--- src/rtl/func_select_encoder.sv ---
// func_select_encoder
// Debounces 16 function-request lines, encodes a stable request into the
// 4-bit select A,B,C,D, and presents it once per press on a valid/ready
// handshake. Multi-hot requests are flagged on err_multi.
module func_select_encoder #(
  parameter int unsigned STABLE_CYCLES = 4,
  parameter bit          PRIORITY      = 1'b1
) (
  input  logic        clk,
  input  logic        rst,
  input  logic [15:0] req,
  input  logic        ready_in,
  output logic        valid,
  output logic [3:0]  op,
  output logic        A,
  output logic        B,
  output logic        C,
  output logic        D,
  output logic        err_multi,
  output logic [7:0]  accept_cnt
);

  typedef enum logic [1:0] {
    IDLE    = 2'd0,
    SETTLE  = 2'd1,
    PRESENT = 2'd2,
    RELEASE = 2'd3
  } state_t;

  // Count value at which the S-th identical sample has just been seen.
  localparam logic [7:0] CNT_LAST = 8'(STABLE_CYCLES - 1);

  state_t      state_q, state_d;
  logic [15:0] held_q, held_d;
  logic [7:0]  cnt_q, cnt_d;
  logic        valid_q, valid_d;
  logic [3:0]  op_q, op_d;
  logic        err_q, err_d;
  logic [7:0]  acc_q, acc_d;

  // Index of the highest set bit; for a one-hot value this is its position.
  function automatic logic [3:0] hi_index(input logic [15:0] v);
    logic [3:0] idx;
    idx = 4'd0;
    for (int i = 0; i < 16; i++) begin
      if (v[i]) begin
        idx = 4'(i);
      end else begin
        idx = idx;
      end
    end
    return idx;
  endfunction

  // True when more than one bit is set (clearing the lowest bit leaves something).
  function automatic logic is_multi(input logic [15:0] v);
    return ((v & (v - 16'd1)) != 16'd0);
  endfunction

  // Next-state logic: debounce, capture, handshake and release tracking.
  always_comb begin
    state_d = state_q;
    held_d  = held_q;
    cnt_d   = cnt_q;
    valid_d = valid_q;
    op_d    = op_q;
    err_d   = 1'b0;
    acc_d   = acc_q;
    case (state_q)
      IDLE: begin
        valid_d = 1'b0;
        if (req != 16'd0) begin
          held_d  = req;
          cnt_d   = 8'd1;
          state_d = SETTLE;
        end else begin
          state_d = IDLE;
        end
      end
      SETTLE: begin
        if (req == 16'd0) begin
          state_d = IDLE;
        end else if (req != held_q) begin
          // A different pattern restarts the stability count.
          held_d = req;
          cnt_d  = 8'd1;
        end else if (cnt_q == CNT_LAST) begin
          if (!is_multi(held_q)) begin
            op_d    = hi_index(held_q);
            valid_d = 1'b1;
            state_d = PRESENT;
          end else if (PRIORITY) begin
            op_d    = hi_index(held_q);
            valid_d = 1'b1;
            err_d   = 1'b1;
            state_d = PRESENT;
          end else begin
            // Rejected: flag it, present nothing, wait for release.
            err_d   = 1'b1;
            valid_d = 1'b0;
            state_d = RELEASE;
          end
        end else begin
          cnt_d = cnt_q + 8'd1;
        end
      end
      PRESENT: begin
        // req is ignored here; op stays frozen until the consumer takes it.
        if (ready_in) begin
          valid_d = 1'b0;
          acc_d   = acc_q + 8'd1;
          state_d = RELEASE;
        end else begin
          valid_d = 1'b1;
        end
      end
      RELEASE: begin
        valid_d = 1'b0;
        if (req == 16'd0) begin
          state_d = IDLE;
        end else begin
          state_d = RELEASE;
        end
      end
      default: begin
        valid_d = 1'b0;
        state_d = IDLE;
      end
    endcase
  end

  // State and output registers with synchronous reset taking priority.
  always_ff @(posedge clk) begin
    if (rst) begin
      state_q <= IDLE;
      held_q  <= 16'd0;
      cnt_q   <= 8'd0;
      valid_q <= 1'b0;
      op_q    <= 4'd0;
      err_q   <= 1'b0;
      acc_q   <= 8'd0;
    end else begin
      state_q <= state_d;
      held_q  <= held_d;
      cnt_q   <= cnt_d;
      valid_q <= valid_d;
      op_q    <= op_d;
      err_q   <= err_d;
      acc_q   <= acc_d;
    end
  end

  assign valid      = valid_q;
  assign op         = op_q;
  assign A          = op_q[3];
  assign B          = op_q[2];
  assign C          = op_q[1];
  assign D          = op_q[0];
  assign err_multi  = err_q;
  assign accept_cnt = acc_q;

endmodule

--- config.mk ---
export PLATFORM = sky130hd
export DESIGN_NAME = func_select_encoder
export DESIGN_NICKNAME = d
export VERILOG_FILES = /design/src/rtl/func_select_encoder.sv
export SDC_FILE = /design/constraint.sdc
export NUM_CORES = 1
export LEC_CHECK = 0
export ABC_AREA = 1
export BUFFER_PORTS_ARGS = -buffer_cell sky130_fd_sc_hd__buf_2
export CORE_MARGIN = 2
export CORE_UTILIZATION = 61
export CTS_BUF_LIST = sky130_fd_sc_hd__clkbuf_16
export CTS_CLUSTER_DIAMETER = 100
export DETAILED_ROUTE_END_ITERATION = 7
export PLACE_DENSITY_LB_ADDON = 0.25
export SLEW_MARGIN = 20
export SYNTH_ARGS = -nofsm -noshare
export SYNTH_HDL_FRONTEND = slang
export SYNTH_SLANG_ARGS = --single-unit
--- constraint.sdc ---
create_clock -name clk -period 2.9 [get_ports clk]
set_input_delay 0.87 -clock clk [delete_from_list [all_inputs] [get_ports clk]]
set_output_delay 0.87 -clock clk [all_outputs]
set_load 0.02 [all_outputs]
Word-level counts from Yosys, hierarchy flattened
Cells that the tools add are included.
{ "totals": {"mem_count": 0, "word_cells": 79, "latchBits": 0, "reg_bits": 40, "mem_bits_rw": 0, "rom_bits": 0, "output_inout_bits": 18} }
{ "op_classes": {"add_sub_neg": 3, "n_div": 0, "reduce_logical": 13, "order_cmp": 0, "shift": 0, "bitwise_logic": 5, "n_mux": 37, "mul": 0, "eq_ne": 14} }
{ "op_table": {"columns": ["op", "n"], "rows": [
  ["$mux W4", 14],
  ["$mux W16", 3],
  ["$mux W8", 4],
  ["$pmux W16 S2", 1],
  ["$reduce_bool A16 Y1", 2],
  ["$add A8 B1 Y8 const B", 2],
  ["$and A16 B16 Y16", 1],
  ["$logic_not A16 Y1", 1],
  ["$ne A16 B16 Y1", 1],
  ["$pmux W8 S2", 1],
  ["$sub A16 B1 Y16 const B", 1],
  ["$ne A2 B2 Y1 const B", 6],
  ["$reduce_and A4 Y1", 3],
  ["$mux W2", 5],
  ["$ne A3 B3 Y1 const B", 3],
  ["$eq A8 B2 Y1 const B", 1],
  ["$pmux W2 S4", 1],
  ["$mux W1", 7],
  ["$reduce_and A3 Y1", 2],
  ["$reduce_or A5 Y1", 1],
  ["$eq A2 B2 Y1 const B", 2],
  ["$not A1 Y1", 4],
  ["$pmux W1 S3", 1],
  ["$eq A2 B1 Y1 const B", 1],
  ["other kinds (4)", 4]
]} }

Depth between registers and ports, before layout
{ "depth": {"word_depth": 15, "depth_mapped": 14, "mapped_depth_nobuf": 13} }

Least setup slack after synthesis
Ideal clock, no wire load.
{ "synth_path": {"kind": "input to register", "start": "in req[2]", "end": "reg held_q[4]", "setup_time_ns": 0.116, "stages": 14, "setup_slack_ns": 0.837, "arrival_time_ns": 1.947, "path_cell_list": "inv_1 > nand2_1 > nand2_1 > nor2_1 > nand2_1 > nor2_2 > nand2_2 > clkinv_2 > nand2_2 > nand2_4 > inv_4 > buf_6 > nor2_1 > nor2_1"} }
{ "synth_between": {"elab_chain_len": 3} }
{ "synth_lines": {"columns": ["element", "line_no", "text"], "rows": [
  ["start: declaration", "11", "input logic [15:0] req,"],
  ["$ne A16 B16 Y1 (tied with other cells)", "83", "end else if (req != held_q) begin"],
  ["$ne A2 B2 Y1 (no line)", null, null],
  ["$reduce_and A4 Y1 (no line) *", null, null],
  ["end signal: assignment", "144", "held_q <= held_d;"],
  ["end: declaration", "34", "logic [15:0] held_q, held_d;"]
]} }
Mark *: on every way between the ends. The rest lies on a longest branch, timed or not.
A chain may end at the register's enable or synchronous reset.

Final worst setup path
{ "layout_path": {"start": "in req[2]", "end": "reg held_q[7]"} }
Same word-level chain as after synthesis.

==> run metrics <==
setup TNS 0 ns; via count 2699; IO Count 37; Skew-Pair Late Insertion Delay 0.28 ns; period utilization 0.8674; synth unique cells 29; n_diodes 0; CP max stage cell a21oi_1; synthesized area per cell 5.923 um^2; total iterations of the first detailed-routing run 5; Slew headroom 0.3527; ys flop type dfxtp_1; initial antenna violation count 0; Post-DP HPWL 4306 um; cells after synthesis 424; EDFF count, synth 0; total gr overflow 0; CTS Root Cell clkbuf_16; worst path required time 3.11 ns; Vias per Instance 5.323; Mapped Area 2511 um^2; PortBufs 36; Synthesis Warnings 0; Post-CTS Hold Buffers 0; post-route ant nets 0; Clock Skew 0.004838 ns; final hold slack 0.4755 ns; routability cong. 0.8212; CTS tree yes; postcts setup bufs 0; crit-path most repeated cell nor2_1; top-area cell type share of the netlist area 0.3189; worst-margin pin slew 0.9710 ns; DRC Markers 0; r2r setup slk 0.92 ns; CP Launch Type primary input; post-route insts no fill 507; Seq/Total Area, Yosys 0.3189; nets 477; critical path, cell by cell buf_2 > inv_1 > nand4_1 > nor2_1 > a21oi_1 > nand2_4 > inv_4 > nor2_1 > nor2_1; synth cell count leaders nand2_1 (124), nor2_1 (72), inv_1 (47); Max Clk Rate 397.5 MHz; count leader, synth nand2_1; worst-path fanout max 18; Hold Crit Class flip-flop to flip-flop; Max Root-Sink Buffers 2; status finished, final reports clean; CTS clk-pin slew, worst paths 0.06 ns; first-pass GRT wire length 9860 um; die width 68.16 um; H-tree depth 2; Setup CP Type primary input to flip-flop; Initial Util 0.6323; Max stage delay on crit path 0.77 ns; final setup vio count 0; Pleak 1.419 nW; post-synth net total 445; crit path DAT 2.73 ns; final hold vios 0; die footprint 4646 um^2; Yosys top cell by area dfxtp_1; final core utilization 0.7183; number of DRC markers in iteration 0 232; vias in the first global route 2367; peak supply drop 0.0004580 V; wire length per cell 11.80 um; Yosys reg bits 40; Max Slew Vio Count 0; RSZ-0062 raised after global routing false; Num CTS Buffers 5; wirelength, routed 5983 um; Layout area overhead 13.60%; core area 3971 um^2; Post-CTS Resized 0; Post-synth ARST share 0; top cells by area, synth dfxtp_1 (32%), nand2_1 (19%), nor2_1 (11%), inv_1 (7.0%), o21ai_0 (5.6%); Die H 68.16 um; Placement Rows 23; Clock Sinks 40; All-Layer GR Usage 0.2784; largest net degree at the start of global routing 26; Final Critical Period 2.515 ns; Placed Cells 499; Max Cap Viol 0; fraction of layout cells with a size suffix above 1 0.1444; endpoint class of the critical path flip-flop; Power Dens Cells 479.7 nW/um^2
-- power by group --
| group | internal [mW] | switching [mW] | total (mW) |
|---|---|---|---|
| clock | 0.409 | 0.231 | 0.639 |
| sequential | 0.565 | 0.0197 | 0.584 |
| combinational | 0.0507 | 0.0943 | 0.145 |
| total | 1.02 | 0.345 | 1.37 |
-- final timing paths --
path	startpoint	end	cells after the start
hold reg to reg	op[1]	op[1]	2
setup / recovery	req[2]	held_q[7]	9
setup reg to reg	cnt_q[1]	cnt_q[7]	7
hold / removal	op[1]	op[1]	2
-- critical path: cells and delay by family --
kind / cells / cell delay (ns)
compound gates: 1 / 0.77
buf+inv: 3 / 0.42
simple gates: 5 / 0.66
-- through the flow --
stage / worst slack, ns / total power, mW / instance area [um^2]
floorplan: 0.8369 / 0.6951 / 2511
detailed placement: 0.1607 / 0.7371 / 2681
CTS: 0.4347 / 1.373 / 2853
finish: 0.3845 / 1.369 / 2853
global placement: 0.2419 / 0.7339 / 2681
global route: 0.2160 / 1.417 / 2853
-- state kept, by name, indices dropped and copies added, names as in the netlist, named ones only --
signal,cells
accept_cnt,8
cnt_q,8
err_multi,1
held_q,16
op,4
state_q,1
valid,1
-- layout by cell type (no fill, tap or decap), types with 2 or more instances in the layout --
master     count
a21oi_1       20
nor3_1        11
inv_2          9
nand2_2        2
o21ai_1        3
nand2_1      124
clkbuf_16      5
buf_2         36
nor2_2         6
inv_1         47
nand3_1       24
dfxtp_1       40
o21a_1         2
xor2_1         2
nor2_1        72
nand4_1       10
o21bai_1       2
ha_1           2
o21ai_0       28
-- layout make-up --
cell class,instances,area (um^2)
clock inverter,3,46.29
inverter,58,221.5
fill,370,1119
clock buffer,5,125.1
tap,50,62.56
sequential,40,800.8
timing repair buffer,37,187.7
multi-input combinational,314,1409
-- kinds of logic after synthesis --
| logic type | synth area share |
|---|---|
| and+or+nand+nor | 0.4200 |
| DFF | 0.3189 |
| AOI/OAI and AO/OA | 0.1166 |
| xor gates and xnor gates | 0.01047 |
| adders and majority gates | 0.01395 |
| buffers and inverters | 0.1201 |
-- layer usage --
layer | vias to the layer above | GRT usage | share of wire
li1 | 1402 | - | -
met1 | 1192 | 0.3438 | 0.45
met2 | 92 | 0.4782 | 0.48
met3 | 13 | 0.05428 | 0.055
met4 | 0 | 0.1025 | 0.020
met5 | - | 0 | 0
No activity file was read; power rests on OpenSTA's default activity.
